**src/rtl/mux_gate_pkg.sv**
```systemverilog
// Shared types and the behavioural gate reference for the mux-built gate unit and its BIST.
package mux_gate_pkg;

  localparam int OP_W = 3;

  typedef enum logic [OP_W-1:0] {
    OP_AND  = 3'd0,
    OP_OR   = 3'd1,
    OP_NOR  = 3'd2,
    OP_NAND = 3'd3,
    OP_NOTA = 3'd4,
    OP_XOR  = 3'd5,
    OP_XNOR = 3'd6,
    OP_BUFA = 3'd7
  } op_e;

  typedef enum logic [1:0] {
    ST_IDLE,
    ST_RUN,
    ST_DRAIN,
    ST_DONE
  } bist_state_e;

  function automatic logic gate_ref(op_e op, logic a, logic b);
    logic r;
    r = a;
    case (op)
      OP_AND:  r = a & b;
      OP_OR:   r = a | b;
      OP_NOR:  r = ~(a | b);
      OP_NAND: r = ~(a & b);
      OP_NOTA: r = ~a;
      OP_XOR:  r = a ^ b;
      OP_XNOR: r = ~(a ^ b);
      OP_BUFA: r = a;
      default: r = a;
    endcase
    return r;
  endfunction

endpackage

```
**src/rtl/mux_gate_bist_cell.sv**
```systemverilog
// One-bit gate cell: every opcode realised purely from 2:1 muxes selected by A and the opcode.
module mux2 (
  input  logic sel,
  input  logic d0,
  input  logic d1,
  output logic y
);
  assign y = sel ? d1 : d0;
endmodule

module mux2_gate_cell
  import mux_gate_pkg::*;
(
  input  logic            sel_a,
  input  logic            b,
  input  logic [OP_W-1:0] op,
  output logic            y
);
  logic       bN;
  logic [7:0] lo;
  logic [7:0] hi;
  logic [3:0] loL1, hiL1;
  logic [1:0] loL2, hiL2;
  logic       loSel, hiSel;

  mux2 uInv (.sel(b), .d0(1'b1), .d1(1'b0), .y(bN));

  // Indexed by opcode: lo is the output when A=0, hi when A=1.
  assign lo = {1'b0, bN, b, 1'b1, 1'b1, bN, b, 1'b0};
  assign hi = {1'b1, b, bN, 1'b0, bN, 1'b0, 1'b1, b};

  for (genvar i = 0; i < 4; i++) begin : gL1
    mux2 uLo (.sel(op[0]), .d0(lo[2*i]), .d1(lo[2*i+1]), .y(loL1[i]));
    mux2 uHi (.sel(op[0]), .d0(hi[2*i]), .d1(hi[2*i+1]), .y(hiL1[i]));
  end

  for (genvar i = 0; i < 2; i++) begin : gL2
    mux2 uLo (.sel(op[1]), .d0(loL1[2*i]), .d1(loL1[2*i+1]), .y(loL2[i]));
    mux2 uHi (.sel(op[1]), .d0(hiL1[2*i]), .d1(hiL1[2*i+1]), .y(hiL2[i]));
  end

  mux2 uLoTop (.sel(op[2]), .d0(loL2[0]), .d1(loL2[1]), .y(loSel));
  mux2 uHiTop (.sel(op[2]), .d0(hiL2[0]), .d1(hiL2[1]), .y(hiSel));
  mux2 uOut   (.sel(sel_a), .d0(loSel),   .d1(hiSel),   .y(y));

endmodule

```
**src/rtl/mux_gate_bist.sv**
```systemverilog
// Registered mux-built gate unit with exhaustive self-test sweep.
// Optional MUX_GATE_BIST_FAULT_INJ_EN adds a fault_inj port that flips result bit 0.
module mux_gate_bist
  import mux_gate_pkg::*;
#(
  parameter int WIDTH = 4
) (
  input  logic                 clk,
  input  logic                 rst_n,
`ifdef MUX_GATE_BIST_FAULT_INJ_EN
  input  logic                 fault_inj,
`endif
  input  logic [OP_W-1:0]      op_sel,
  input  logic [WIDTH-1:0]     A,
  input  logic [WIDTH-1:0]     B,
  output logic [WIDTH-1:0]     Y,
  input  logic                 start,
  input  logic [7:0]           op_mask,
  output logic                 busy,
  output logic                 done,
  output logic                 pass,
  output logic [7:0]           err_count,
  output logic [OP_W-1:0]      fail_op,
  output logic [2*WIDTH-1:0]   fail_vec
);
  // state | meaning
  // IDLE  | functional mode, waiting for start
  // RUN   | one (opIdx, vec) stimulus per cycle
  // DRAIN | checker compares the last vector
  // DONE  | one-cycle done pulse, functional mode

  localparam int VEC_W = 2 * WIDTH;

  bist_state_e        state, stateNext;
  logic [OP_W-1:0]    opIdx, firstOp, nextOp, gateOp, stimOp;
  logic               hasNext, chkValid;
  logic [VEC_W-1:0]   vec, stimVec;
  logic [7:0]         maskLat;
  logic [WIDTH-1:0]   gateA, gateB, gateY, yNext, refY, refNext;

  always_comb begin
    firstOp = '0;
    nextOp  = '0;
    hasNext = 1'b0;
    for (int k = 7; k >= 0; k--) begin
      if (op_mask[k]) firstOp = OP_W'(k);
      if (maskLat[k] && (OP_W'(k) > opIdx)) begin
        nextOp  = OP_W'(k);
        hasNext = 1'b1;
      end
    end
  end

  assign gateOp = (state == ST_RUN) ? opIdx : op_sel;
  assign gateA  = (state == ST_RUN) ? vec[VEC_W-1:WIDTH] : A;
  assign gateB  = (state == ST_RUN) ? vec[WIDTH-1:0] : B;

  for (genvar i = 0; i < WIDTH; i++) begin : gCell
    mux2_gate_cell uCell (.sel_a(gateA[i]), .b(gateB[i]), .op(gateOp), .y(gateY[i]));
  end

`ifdef MUX_GATE_BIST_FAULT_INJ_EN
  assign yNext = gateY ^ WIDTH'(fault_inj);
`else
  assign yNext = gateY;
`endif

  always_comb begin
    refNext = '0;
    for (int i = 0; i < WIDTH; i++)
      refNext[i] = gate_ref(op_e'(opIdx), vec[WIDTH+i], vec[i]);
  end

  always_ff @(posedge clk or negedge rst_n) begin
    if (!rst_n) state <= ST_IDLE;
    else        state <= stateNext;
  end

  always_comb begin
    stateNext = state;
    busy      = 1'b0;
    done      = 1'b0;
    case (state)
      ST_IDLE:  if (start) stateNext = (op_mask == 8'h00) ? ST_DONE : ST_RUN;
      ST_RUN: begin
        busy = 1'b1;
        if ((vec == '1) && !hasNext) stateNext = ST_DRAIN;
      end
      ST_DRAIN: begin
        busy      = 1'b1;
        stateNext = ST_DONE;
      end
      ST_DONE: begin
        done      = 1'b1;
        stateNext = ST_IDLE;
      end
      default:  stateNext = ST_IDLE;
    endcase
  end

  assign pass = (err_count == 8'h00);

  always_ff @(posedge clk or negedge rst_n) begin
    if (!rst_n) begin
      Y         <= '0;
      refY      <= '0;
      chkValid  <= 1'b0;
      stimOp    <= '0;
      stimVec   <= '0;
      opIdx     <= '0;
      vec       <= '0;
      maskLat   <= '0;
      err_count <= '0;
      fail_op   <= '0;
      fail_vec  <= '0;
    end else begin
      Y        <= yNext;
      refY     <= refNext;
      chkValid <= (state == ST_RUN);
      stimOp   <= opIdx;
      stimVec  <= vec;
      // Y and refY both lag the stimulus by one cycle, so compare against the delayed stimulus.
      if (chkValid && (Y != refY)) begin
        if (err_count != 8'hFF) err_count <= err_count + 8'd1;
        if (err_count == 8'h00) begin
          fail_op  <= stimOp;
          fail_vec <= stimVec;
        end
      end
      if ((state == ST_IDLE) && start && (op_mask != 8'h00)) begin
        maskLat   <= op_mask;
        opIdx     <= firstOp;
        vec       <= '0;
        err_count <= '0;
        fail_op   <= '0;
        fail_vec  <= '0;
      end else if (state == ST_RUN) begin
        if (vec == '1) begin
          vec <= '0;
          if (hasNext) opIdx <= nextOp;
        end else begin
          vec <= vec + VEC_W'(1);
        end
      end
    end
  end

endmodule

```
**config.mk**
```make
export PLATFORM = sky130hd
export DESIGN_NAME = mux_gate_bist
export DESIGN_NICKNAME = d
export VERILOG_FILES = /design/src/rtl/mux_gate_pkg.sv /design/src/rtl/mux_gate_bist_cell.sv /design/src/rtl/mux_gate_bist.sv
export SDC_FILE = /design/constraint.sdc
export NUM_CORES = 1
export LEC_CHECK = 0
export BUFFER_PORTS_ARGS = -buffer_cell sky130_fd_sc_hd__buf_2
export CORE_MARGIN = 4
export CORE_UTILIZATION = 30
export DETAILED_ROUTE_END_ITERATION = 16
export PLACE_DENSITY = 0.44
export SYNTH_ARGS = -nofsm -noshare
export SYNTH_HDL_FRONTEND = slang
export SYNTH_HIERARCHICAL = 1
export SYNTH_SLANG_ARGS = --single-unit
```
**constraint.sdc**
```tcl
create_clock -name clk -period 3.4 [get_ports clk]
set_input_delay 0.17 -clock clk [delete_from_list [all_inputs] [get_ports clk]]
set_output_delay 0.17 -clock clk [all_outputs]
set_load 0.1 [all_outputs]
```
# After elaboration in Yosys (flattened, before gate mapping)
# Index checks and enable logic that the tools add are counted.
# word_totals
mem_bits_rw,0
latch_bits,0
romBits,0
reg_bits,60
elab_cells,203
mem_count,0
inputBits,22
# op_classes
magnitude_cmp,8
n_mul,0
add_sub_neg,2
shift,0
n_div,0
n_mux,109
n_eq_ne,15
n_reduce_logical,29
n_bitwise,28
# op_table
op,n
$mux W3,24
$mux W8,9
$mux W1,66
$pmux W1 S8,4
$add A8 B1 Y8 const B,2
$logic_not A8 Y1,2
$not A1 Y1,16
$eq A3 B3 Y1 const B,4
$gt A3 B3 Y1 const A,4
$logic_and A1 B1 Y1,12
$reduce_bool A2 Y1,6
$eq A8 B8 Y1 const B,1
$mux W4,2
$ne A8 B8 Y1 const B,1
$pmux W2 S4,1
$reduce_bool A8 Y1,1
$eq A3 B2 Y1 const B,2
$gt A1 B3 Y1 const A,2
$gt A2 B3 Y1 const A,2
$mux W2,3
$reduce_and A2 Y1,3
$and A1 B1 Y1,4
$eq A2 B2 Y1 const B,2
$ne A2 B2 Y1 const B,2
10 further kinds,16

# Depth between registers and ports, before layout
# Gate-level depths: netlist of the first run.
# logic_depth
word_depth,14
mapped_depth,9
mapped_depth_nobuf,8

# Hierarchy
# Netlist of the first run, hierarchy kept.
# by_module_without_submodules
mod,cells_per_inst,area_each_um2,instances,seq_area_each_um2
mux_gate_bist,317,3300.7,1,1476.4
mux2,1,15.0,64,0.0
mux2_gate_cell,2,7.5,4,0.0

# Least setup slack after synthesis of the first run
# OpenSTA, ideal clock, no wires.
# synth_path
kind,reg-to-reg
from,reg state[1]
to,reg Y[0]
path_slack_ns,0.324
path_stages_with_launch,9
required_ns,3.275
setup_time_ns,0.125
t_arrival_ns,2.951
period_less_slack_ns,3.076
path_cell_list,dfrtp_1 inv_1 ha_1 buf_1 mux2_2 mux2_4 mux2_4 mux2_4 mux2_4
# synth_via
word_cells_on_any_way,18
# synth_rtl
element,line,text
from (decl),mux_gate_bist.sv:34,"bist_state_e state, stateNext;"
from (signal assigned),mux_gate_bist.sv:76,else state <= stateNext;
$eq A2 B1 Y1,mux_gate_bist.sv:54,assign gateOp = (state == ST_RUN) ? opIdx : op_sel;
$mux W3,mux_gate_bist.sv:54,
via gateOp[0],mux_gate_bist.sv:35,"logic [OP_W-1:0] opIdx, firstOp, nextOp, gateOp, stimOp;"
$mux W1,mux_gate_bist_cell.sv:8,assign y = sel ? d1 : d0;
via gCell[0].uCell.loL1[2],mux_gate_bist_cell.sv:22,"logic [3:0] loL1, hiL1;"
$mux W1,mux_gate_bist_cell.sv:8,
via gCell[0].uCell.loL2[1],mux_gate_bist_cell.sv:23,"logic [1:0] loL2, hiL2;"
$mux W1,mux_gate_bist_cell.sv:8,
via gCell[0].uCell.loSel,mux_gate_bist_cell.sv:24,"logic loSel, hiSel;"
$mux W1,mux_gate_bist_cell.sv:8,
via gateY[0],mux_gate_bist.sv:39,"logic [WIDTH-1:0] gateA, gateB, gateY, yNext, refY, refNext;"
to (signal assigned),mux_gate_bist.sv:117,Y <= yNext;
to (decl),mux_gate_bist.sv:16,"output logic [WIDTH-1:0] Y,"
# The timed path passes the listed nets, and every way through them passes these cells.
# A chain may end at the register's enable or synchronous reset.

# Final worst setup path of the first run
# layout_path
from,reg state[1]
to,reg Y[3]
# layout_via
word_cells_on_any_way,18
# layout_rtl
element,line
$eq A2 B1 Y1,mux_gate_bist.sv:54
$mux W3,mux_gate_bist.sv:54
via gateOp[0],mux_gate_bist.sv:35
$mux W1,mux_gate_bist_cell.sv:8
via gCell[3].uCell.loL1[0],mux_gate_bist_cell.sv:22
$mux W1,mux_gate_bist_cell.sv:8
via gCell[3].uCell.loL2[0],mux_gate_bist_cell.sv:23
$mux W1,mux_gate_bist_cell.sv:8
via gCell[3].uCell.loSel,mux_gate_bist_cell.sv:24
$mux W1,mux_gate_bist_cell.sv:8
via gateY[3],mux_gate_bist.sv:39
# The timed path passes the listed nets, and every way through them passes these cells.

==> flow_summary.toml, run 1 <==
[min_path]
min-delay-path-class = "in2reg"
min_from = "op_mask[5]"

[clock_tree]
clk_pin_slew_ns = 0.05
ctsLongestPathBuffers = 2
cts_tree = "done"
cts_setup_buffers = 0
cts_htree_levels = 3
numCtsBuffers = 9
cts_root_buf = "clkbuf_16"
cts_resized = 0
insertion_delay_ns = 0.33
cts_sinks = 59

[power]
total_power_mw = 5.22
peakVddDrop_mv = 0.381
power_leakage_nw = 2.51
powerDensity_nw_per_um2 = 1010

[finish]
final_cell_area_um2 = 5170
antenna_cells = 0
nets = 513
fin_cells = 660
fin_util_pct = 37.1
drive_gt1_share_pct = 34.0
syn2layout_area_growth_pct = 20.5

[synth]
yosys-top-cells-count = "71 x mux2_4, 59 x dfrtp_1, 44 x nor2_1"
netlist_instances = 389
synthMostInstantiatedCell = "mux2_4"
synth_area_leaders = "dfrtp_1 34%, mux2_4 25%, mux2i_1 5.8%"
synth-warning-count = 6
synth_top_flop_cell = "dfrtp_1"
ys_seq_area_share_pct = 34.4
syn_area_um2 = 4290
synth_edf_count = 0
syn_avg_cell_area_um2 = 11.0
synthDominantCellAreaShare_pct = 34.4
ys_ff_latch = 59
synth_cell_types = 52
synthArstFlopShare_pct = 100
yosysTopAreaCell = "dfrtp_1"

[sta]
min_period_ns = 2.82
whs_ns = 0.118
finalHoldViolCount = 0
max_freq_ghz = 0.355
fin_crit_sh_pct = 82.8
setup_viol = 0
drv_slew = 0
setup_tns_ns = 0
max_slew_margin_pct = 44.8
rsz0062_at_grt = "false"
worst_slew_pin_slew_ns = 0.828
fin_ws_ns = 0.584
clock_skew_ns = 0.00668

[routing]
drtAntennaViolNets = 0
drc_errors = 0
dr.pass1.iters = 4
dr_total_vias = 3056
drt_wl_total_um = 9330
drt-vias-per-instance = 4.63
drt-initial-drc-count = 213
wl_per_cell_um = 14.1

[critical_path]
reg2reg_from = "state[1]"
worstSetupEndpointType = "flip-flop"
path_class = "reg2reg"
worst_ep_arrival_time_ns = 3.03
crit_path_top_delay_cell = "dfrtp_1"
critPathLaunch = "state[1]"
cpMostUsedCell = "mux2_4"
cp_cell_sequence = "inv_1, ha_1, mux2_2, buf_4, mux2_4, mux2_4, mux2_4, mux2_4"
critPathMaxStageDelay_ns = 0.39
worst_setup_path_start_kind = "flip-flop"
worst-path-buf-inv = 2
crit_fanout = 32
cp_top_family = "multiplexers"
worstPathRequired_ns = 3.61

[grt]
grt_pass1_vias = 2935
grt_pass1_wl_um = 15400
overflow = 0
antenna_found_initial = 0
grt_max_degree = 41
grtUsageTotal_pct = 11.9

[placed_design]
place_congestion = 0.745
io_buffers = 47
place_ws_ns = 0.559
place_inst = 643
place_area_um2 = 4840
hpwl_um = 6740

[floorplanning]
coreArea_um2 = 13900
die_w_um = 128
die-area_um2 = 16300
start_util_pct = 30.8
boundaryPins = 48
die_h_um = 128
rows = 43

[run_status]
status = "finished, final reports clean"

[run]
maxCapViolCount = 0
-- cells in the final DEF (no fill, tap or decap), types with 3 or more instances in the layout --
cell       count
a21oi_1       20
a31oi_1        3
buf_2         47
buf_4          9
clkbuf_16      9
conb_1        40
dfrtp_1       59
ha_1          16
inv_1         21
mux2_2        11
mux2_4        71
mux2i_1       25
nand2_1       16
nand2b_1       4
nand3_1        7
nand4_1        3
nor2_1        44
nor2b_1        3
o21ai_0       14
or3_1          3
xnor2_1        8
xor2_1         4
-- cell families (layout without fill, tap and decap cells) --
group,count (synthesis),in the layout,share of synthesized area [%]
mux,107,107,33.6
compound gates,58,58,9.53
fa+ha+maj,16,16,4.66
flops,59,59,34.4
xor+xnor,12,12,2.45
buf+inv,35,94,4.08
other cells,8,40,0.700
simple gates,94,94,10.6
-- power by group --
part	switching [mW]	internal, mW	total [mW]
Clock	0.333	0.642	0.975
Combinational	1.73	1.37	3.10
Sequential	0.210	0.931	1.14
Total	2.27	2.95	5.22
-- layout make-up --
| cell class | instances | area, um2 |
|---|---|---|
| Fill cell | 1417 | 8760 |
| Multi-Input combinational cell | 327 | 2760 |
| Sequential cell | 59 | 1480 |
| Timing Repair Buffer | 57 | 313 |
| Clock buffer | 10 | 229 |
| Tap cell | 180 | 225 |
| Clock inverter | 6 | 90.1 |
| Inverter | 21 | 78.8 |
-- final timing paths --
check | to | slack, ns | cells after the start
min in group asynchronous | maskLat[5] | 0.48 | 2
max in group asynchronous | fail_vec[0] | 2.05 | 3
setup reg to reg | Y[3] | 0.58 | 8
hold / removal | maskLat[5] | 0.12 | 2
hold reg to reg | fail_op[0] | 0.50 | 2
setup / recovery | Y[3] | 0.58 | 8
-- timing repair --
item                                   CTS  global route
hold buffers                             1             0
endpoints found under the hold margin   32             0
setup endpoints to repair                0             0
-- metal layers --
layer / wire length, um / vias up / global-route usage, %
met5: 0 / - / 0
met4: 152 / 0 / 4.31
met3: 413 / 11 / 3.26
met2: 4080 / 62 / 17.6
met1: 4680 / 1469 / 16.8
li1: - / 1514 / -
-- state kept, by name, indices dropped and copies added, names as in the netlist --
name       flops
Y              4
chkValid       1
err_count      8
fail_op        3
fail_vec       8
maskLat        7
opIdx          3
refY           4
state          2
stimOp         3
stimVec        8
vec            8
Power figures use the tool's default switching activity.
==> run 2: changes to the inputs <==
--- a/config.mk
+++ b/config.mk
@@ -9,7 +9,7 @@
 export CORE_MARGIN = 4
 export CORE_UTILIZATION = 30
 export DETAILED_ROUTE_END_ITERATION = 16
-export PLACE_DENSITY = 0.44
+export PLACE_DENSITY = 0.46
 export SYNTH_ARGS = -nofsm -noshare
 export SYNTH_HDL_FRONTEND = slang
 export SYNTH_HIERARCHICAL = 1
==> constraint.sdc (replaced) <==
create_clock -name clk -period 2.5 [get_ports clk]
set_input_delay 0.125 -clock clk [delete_from_list [all_inputs] [get_ports clk]]
set_output_delay 0.125 -clock clk [all_outputs]
set_load 0.1 [all_outputs]
==> run 2 against run 1 <==
Effect of this change:
- global-route usage is 0.43 points higher
- count of clock-buffer cells in the layout is 2 higher
- power is 39% higher
- sequential share of layout area is 0.92 points lower
- sequential power is 35% higher
- via count is 1.0% higher
- worst setup slack worse by 0.51 ns
- final cell count is 2.3% higher
- routed wire length is 3.8% higher
- die area stayed put
- flip-flop and latch count stayed put
- highest routed layer unchanged
==> flow_summary.toml, run 2 (synthesis gave the netlist of run 1 again) <==
[floorplanning]
coreArea_um2 = 13900
start_util_pct = 30.8
die_h_um = 128
die-area_um2 = 16300
die_w_um = 128
boundaryPins = 48
rows = 43

[grt]
grtUsageTotal_pct = 12.4
antenna_found_initial = 0
grt_pass1_wl_um = 15900
grt_max_degree = 32
overflow = 0
grt_pass1_vias = 3065

[finish]
final_cell_area_um2 = 5350
multi_input_area_um2 = 2820
antenna_cells = 0
final_cell_mix = "76 x mux2_4, 59 x dfrtp_1, 47 x buf_2"
syn2layout_area_growth_pct = 24.5
area.sequential_um2 = 1480
final_common_cell = "mux2_4"
filler_cell_count = 1367
nets = 528
fin_util_pct = 38.4
drive_gt1_share_pct = 36.8

[clock_tree]
cts_sinks = 59
numCtsBuffers = 9
cts_root_buf = "clkbuf_16"
insertion_delay_ns = 0.32
cts_htree_levels = 3
ctsLongestPathBuffers = 2
clk_pin_slew_ns = 0.05
cts_tree = "done"

[run_status]
status = "finished, final reports clean"

[critical_path]
worstPathRequired_ns = 2.71
worst_ep_arrival_time_ns = 2.63
path_class = "reg2reg"
cp_top_family = "multiplexers"
worstSetupEndpointType = "flip-flop"
crit_path_top_delay_cell = "dfrtp_1"
worst_setup_path_start_kind = "flip-flop"
worst-path-buf-inv = 1
cpMostUsedCell = "mux2_4"
cp_cell_sequence = "inv_2, ha_4, mux2_4, mux2_4, mux2_4, mux2_4, mux2_4, mux2_4"
crit_fanout = 11
critPathMaxStageDelay_ns = 0.38

[power]
swShare_pct = 42.8
total_power_mw = 7.27
power_frac_comb_pct = 61.3
p_seq_share_pct = 21.3
peakVddDrop_mv = 0.512
p_switching_mw = 3.11
p_int_mw = 4.16
power_leakage_nw = 2.62
clkPwrFrac_pct = 17.5
powerDensity_nw_per_um2 = 1360

[routing]
drc_errors = 0
drt_wl_total_um = 9680
drt-vias-per-instance = 4.57
dr.pass1.iters = 4
drtAntennaViolNets = 0
wl_per_cell_um = 14.3
dr_total_vias = 3088
drt-initial-drc-count = 117

[sta]
fin_crit_sh_pct = 97.0
whs_ns = 0.0729
drv_slew = 0
clock_skew_ns = 0.00445
setup_viol = 0
worst_slew_pin_slew_ns = 0.754
min_period_ns = 2.43
max_slew_margin_pct = 49.7
finalHoldViolCount = 0
setup_tns_ns = 0
rsz0062_at_grt = "false"
max_freq_ghz = 0.412

[placed_design]
place_area_um2 = 4970
io_buffers = 47
hpwl_um = 7160
place_congestion = 0.793

[min_path]
min-delay-path-class = "in2reg"

[run]
maxCapViolCount = 0
## run 2: power by group through the flow
stage	registers (mW)	logic, mW	clock network [mW]
after floorplan	2.12	3.08	0
after global routing	1.60	4.78	1.36
after global placement	1.56	4.36	0
after CTS	1.56	4.45	1.31
final	1.54	4.45	1.27
after detailed placement	1.56	4.42	0
## run 2: cell type report
type | instances | area share [%]
Clock buffer | 12 | 4.99
Clock inverter | 4 | 0.890
Inverter | 21 | 1.47
Multi-Input combinational cell | 328 | 52.8
Sequential cell | 59 | 27.6
Tap cell | 180 | 4.21
Timing Repair Buffer | 71 | 8.05
## run 2: worst register-to-register path: cells and delay by family, from the launching register on
kind,cells,cell delay [ns]
buffers and inverters,1,0.08
muxes,6,1.61
DFF,1,0.38
adders and majority gates,1,0.24
## run 2: timing repair
action,4_1_cts,5_1_grt
setup buffers,0,3
pin swaps,0,0
gates cloned,1,0
setup endpoints to repair,1,4
hold endpoints to repair,30,0
hold buffers,1,0
gates resized for setup,0,3
## run 2: per-stage QoR
stage / setup slack, ns / std cells
2_1_floorplan: -0.00276 / 421
3_3_place_gp: 0.0538 / 654
3_5_place_dp: 0.00640 / 654
4_1_cts: 0.00323 / 672
5_1_grt: 0.000469 / 675
6_report: 0.0741 / 675
## run 2: layer usage
layer  track usage, %  vias to the layer above  wire, um
met5                0                        -         0
met4             4.37                        0       119
met3             2.80                        8       321
met2             20.3                       53      4600
met1             16.0                     1483      4640
li1                 -                     1544         -
## run 2: path summary, 6_finish.rpt
path / startpoint / endpoint / slack, ns / cells past startpoint
max in group asynchronous: rst_n / vec[5] / 1.47 / 3
setup / recovery: state[1] / Y[1] / 0.07 / 8
setup reg to reg: state[1] / Y[1] / 0.07 / 8
hold / removal: op_mask[6] / maskLat[6] / 0.07 / 2
min in group asynchronous: rst_n / fail_op[2] / 0.41 / 2
hold reg to reg: stimOp[1] / fail_op[1] / 0.50 / 2
==> run 3: changes to the inputs <==
--- a/config.mk
+++ b/config.mk
@@ -9,7 +9,9 @@
 export CORE_MARGIN = 4
 export CORE_UTILIZATION = 30
 export DETAILED_ROUTE_END_ITERATION = 16
-export PLACE_DENSITY = 0.46
+export MAX_ROUTING_LAYER = met4
+export PLACE_DENSITY = 0.44
+export SETUP_SLACK_MARGIN = 0.5
 export SYNTH_ARGS = -nofsm -noshare
 export SYNTH_HDL_FRONTEND = slang
 export SYNTH_HIERARCHICAL = 1
==> constraint.sdc (replaced) <==
create_clock -name clk -period 2.93 [get_ports clk]
set_input_delay 0.1465 -clock clk [delete_from_list [all_inputs] [get_ports clk]]
set_output_delay 0.1465 -clock clk [all_outputs]
set_load 0.1 [all_outputs]
==> run 3 against run 2 <==
Effect of this change:
- the run now ends with hold timing left
- global-route usage up 0.67 points
- critical path depth stayed put
- combinational power decreased by 14%
- via count grew 1.8%
- non-clock buffer count decreased by 11
- final cell count shrank 1.3%
- sequential share of layout area is 0.21 points higher
- critical path type unchanged
- die area did not move
- count of clock-buffer cells in the layout shrank 3
==> flow_summary.toml, run 3 (synthesis gave the netlist of run 1 again) <==
[run_status]
status = "finished with violations"
violations = "hold timing"

[clock_tree]
numCtsBuffers = 9
cts_tree = "done"
clk_pin_slew_ns = 0.06
cts_sinks = 59
cts_root_buf = "clkbuf_16"
ctsLongestPathBuffers = 2
cts-hold-fix-buffers = 0
cts_htree_levels = 3
insertion_delay_ns = 0.33

[power]
p_switching_mw = 2.74
p_int_mw = 3.57
powerDensity_nw_per_um2 = 1190
clkPwrFrac_pct = 18.0
peakVddDrop_mv = 0.356
power_frac_comb_pct = 60.5
p_seq_share_pct = 21.5
power_leakage_nw = 2.58
swShare_pct = 43.4

[sta]
min_period_ns = 2.42
fin_ws_ns = 0.514
worst_slew_pin_slew_ns = 0.774
setup_tns_ns = 0
max_slew_margin_pct = 48.4
finalHoldViolCount = 17
clock_skew_ns = 0.00634
drv_slew = 0
fin_crit_sh_pct = 82.5
whs_ns = -0.00706
rsz0062_at_grt = "true"
setup_viol = 0
max_freq_ghz = 0.414

[grt]
grt_pass1_wl_um = 16300
overflow = 0
grtUsageTotal_pct = 13.0
grt_pass1_vias = 3145
grt_max_degree = 60
antenna_found_initial = 0

[finish]
final_common_cell = "mux2_4"
antenna_cells = 0
fin_util_pct = 38.1
drive_gt1_share_pct = 35.8
syn2layout_area_growth_pct = 23.6
fin_cells = 666
multi_input_area_um2 = 2850
filler_cell_count = 1412
nets = 519
final_cell_area_um2 = 5310
area.sequential_um2 = 1480
final_cell_mix = "78 x mux2_4, 59 x dfrtp_1, 47 x buf_2"

[critical_path]
worstSetupEndpointType = "flip-flop"
cp_cell_sequence = "inv_2, ha_4, buf_8, mux2_4, mux2_4, mux2_4, mux2_4, mux2_4"
crit_fanout = 8
worst_setup_path_start_kind = "flip-flop"
cpMostUsedCell = "mux2_4"
worstPathRequired_ns = 3.15
critPathMaxStageDelay_ns = 0.39
cp_top_family = "multiplexers"
path_class = "reg2reg"
crit_path_top_delay_cell = "mux2_4"
worst-path-buf-inv = 2
worst_ep_arrival_time_ns = 2.63

[routing]
dr.pass1.iters = 4
drt-vias-per-instance = 4.72
wl_per_cell_um = 15.4
dr_total_vias = 3145
drtAntennaViolNets = 0
drt_wl_total_um = 10200
drc_errors = 0
drt-initial-drc-count = 184

[run]
maxCapViolCount = 0

[placed_design]
place_ws_ns = 0.317
place_area_um2 = 4870
io_buffers = 47
place_inst = 640
hpwl_um = 6720
place_congestion = 0.737

[floorplanning]
start_util_pct = 30.8
die_w_um = 128
die-area_um2 = 16300
rows = 43
die_h_um = 128
boundaryPins = 48
coreArea_um2 = 13900

[min_path]
min-delay-path-class = "in2async"
==> run 3: what timing repair did <==
item | in CTS | in global routing
cloned | 2 | 1
pin swaps | 0 | 1
resized for setup | 5 | 1
setup buffers | 6 | 1
setup endpoints to repair | 4 | 5
==> run 3: through the flow <==
step,total power [mW],hold WS [ns]
6_report,6.31,-0.00706
5_1_grt,6.70,0.0732
4_1_cts,6.34,0.0268
3_5_place_dp,5.02,0.382
3_3_place_gp,4.98,0.371
2_1_floorplan,4.46,-0.149
==> run 3: routing by layer <==
metal | track usage, % | part of all wire (%) | vias to the layer above
met5 | - | 0 | -
met4 | 5.81 | 1.5 | 0
met3 | 2.09 | 4.5 | 8
met2 | 20.5 | 47 | 67
met1 | 16.6 | 47 | 1533
li1 | - | - | 1537
==> run 3: worst reg2reg max path: cells and delay by family (launching register included) <==
| family | cells | cell delay [ns] |
|---|---|---|
| buf+inv | 2 | 0.22 |
| fa+ha+maj | 1 | 0.22 |
| mux | 5 | 1.47 |
| flops | 1 | 0.38 |
==> run 3: final timing paths <==
kind                       cells past startpoint           to  startpoint  slack [ns]
setup / recovery                               8         Y[0]    state[1]        0.51
hold / removal                                 2  fail_vec[4]       rst_n      -0.007
setup reg to reg                               8         Y[0]    state[1]        0.51
hold reg to reg                                2  fail_vec[5]  stimVec[5]        0.49
max in group asynchronous                      2         Y[3]       rst_n        2.45
min in group clk                               2   maskLat[2]  op_mask[2]        0.10
==> run 3: final cells by class <==
cell class / instances / area share, %
flip-flops and latches: 59 / 27.8
well taps: 180 / 4.25
multi-input cells: 330 / 53.8
clock inverters: 7 / 1.75
repair buffers: 60 / 6.65
clock buffers: 9 / 4.25
inverters: 21 / 1.49
==> run 3: power groups by stage <==
stage	Sequential [mW]	Combinational, mW	Clock (mW)
final	1.35	3.81	1.14
after global routing	1.40	4.11	1.20
after CTS	1.36	3.82	1.17
after detailed placement	1.37	3.65	0
after global placement	1.36	3.61	0
after floorplan	1.81	2.65	0
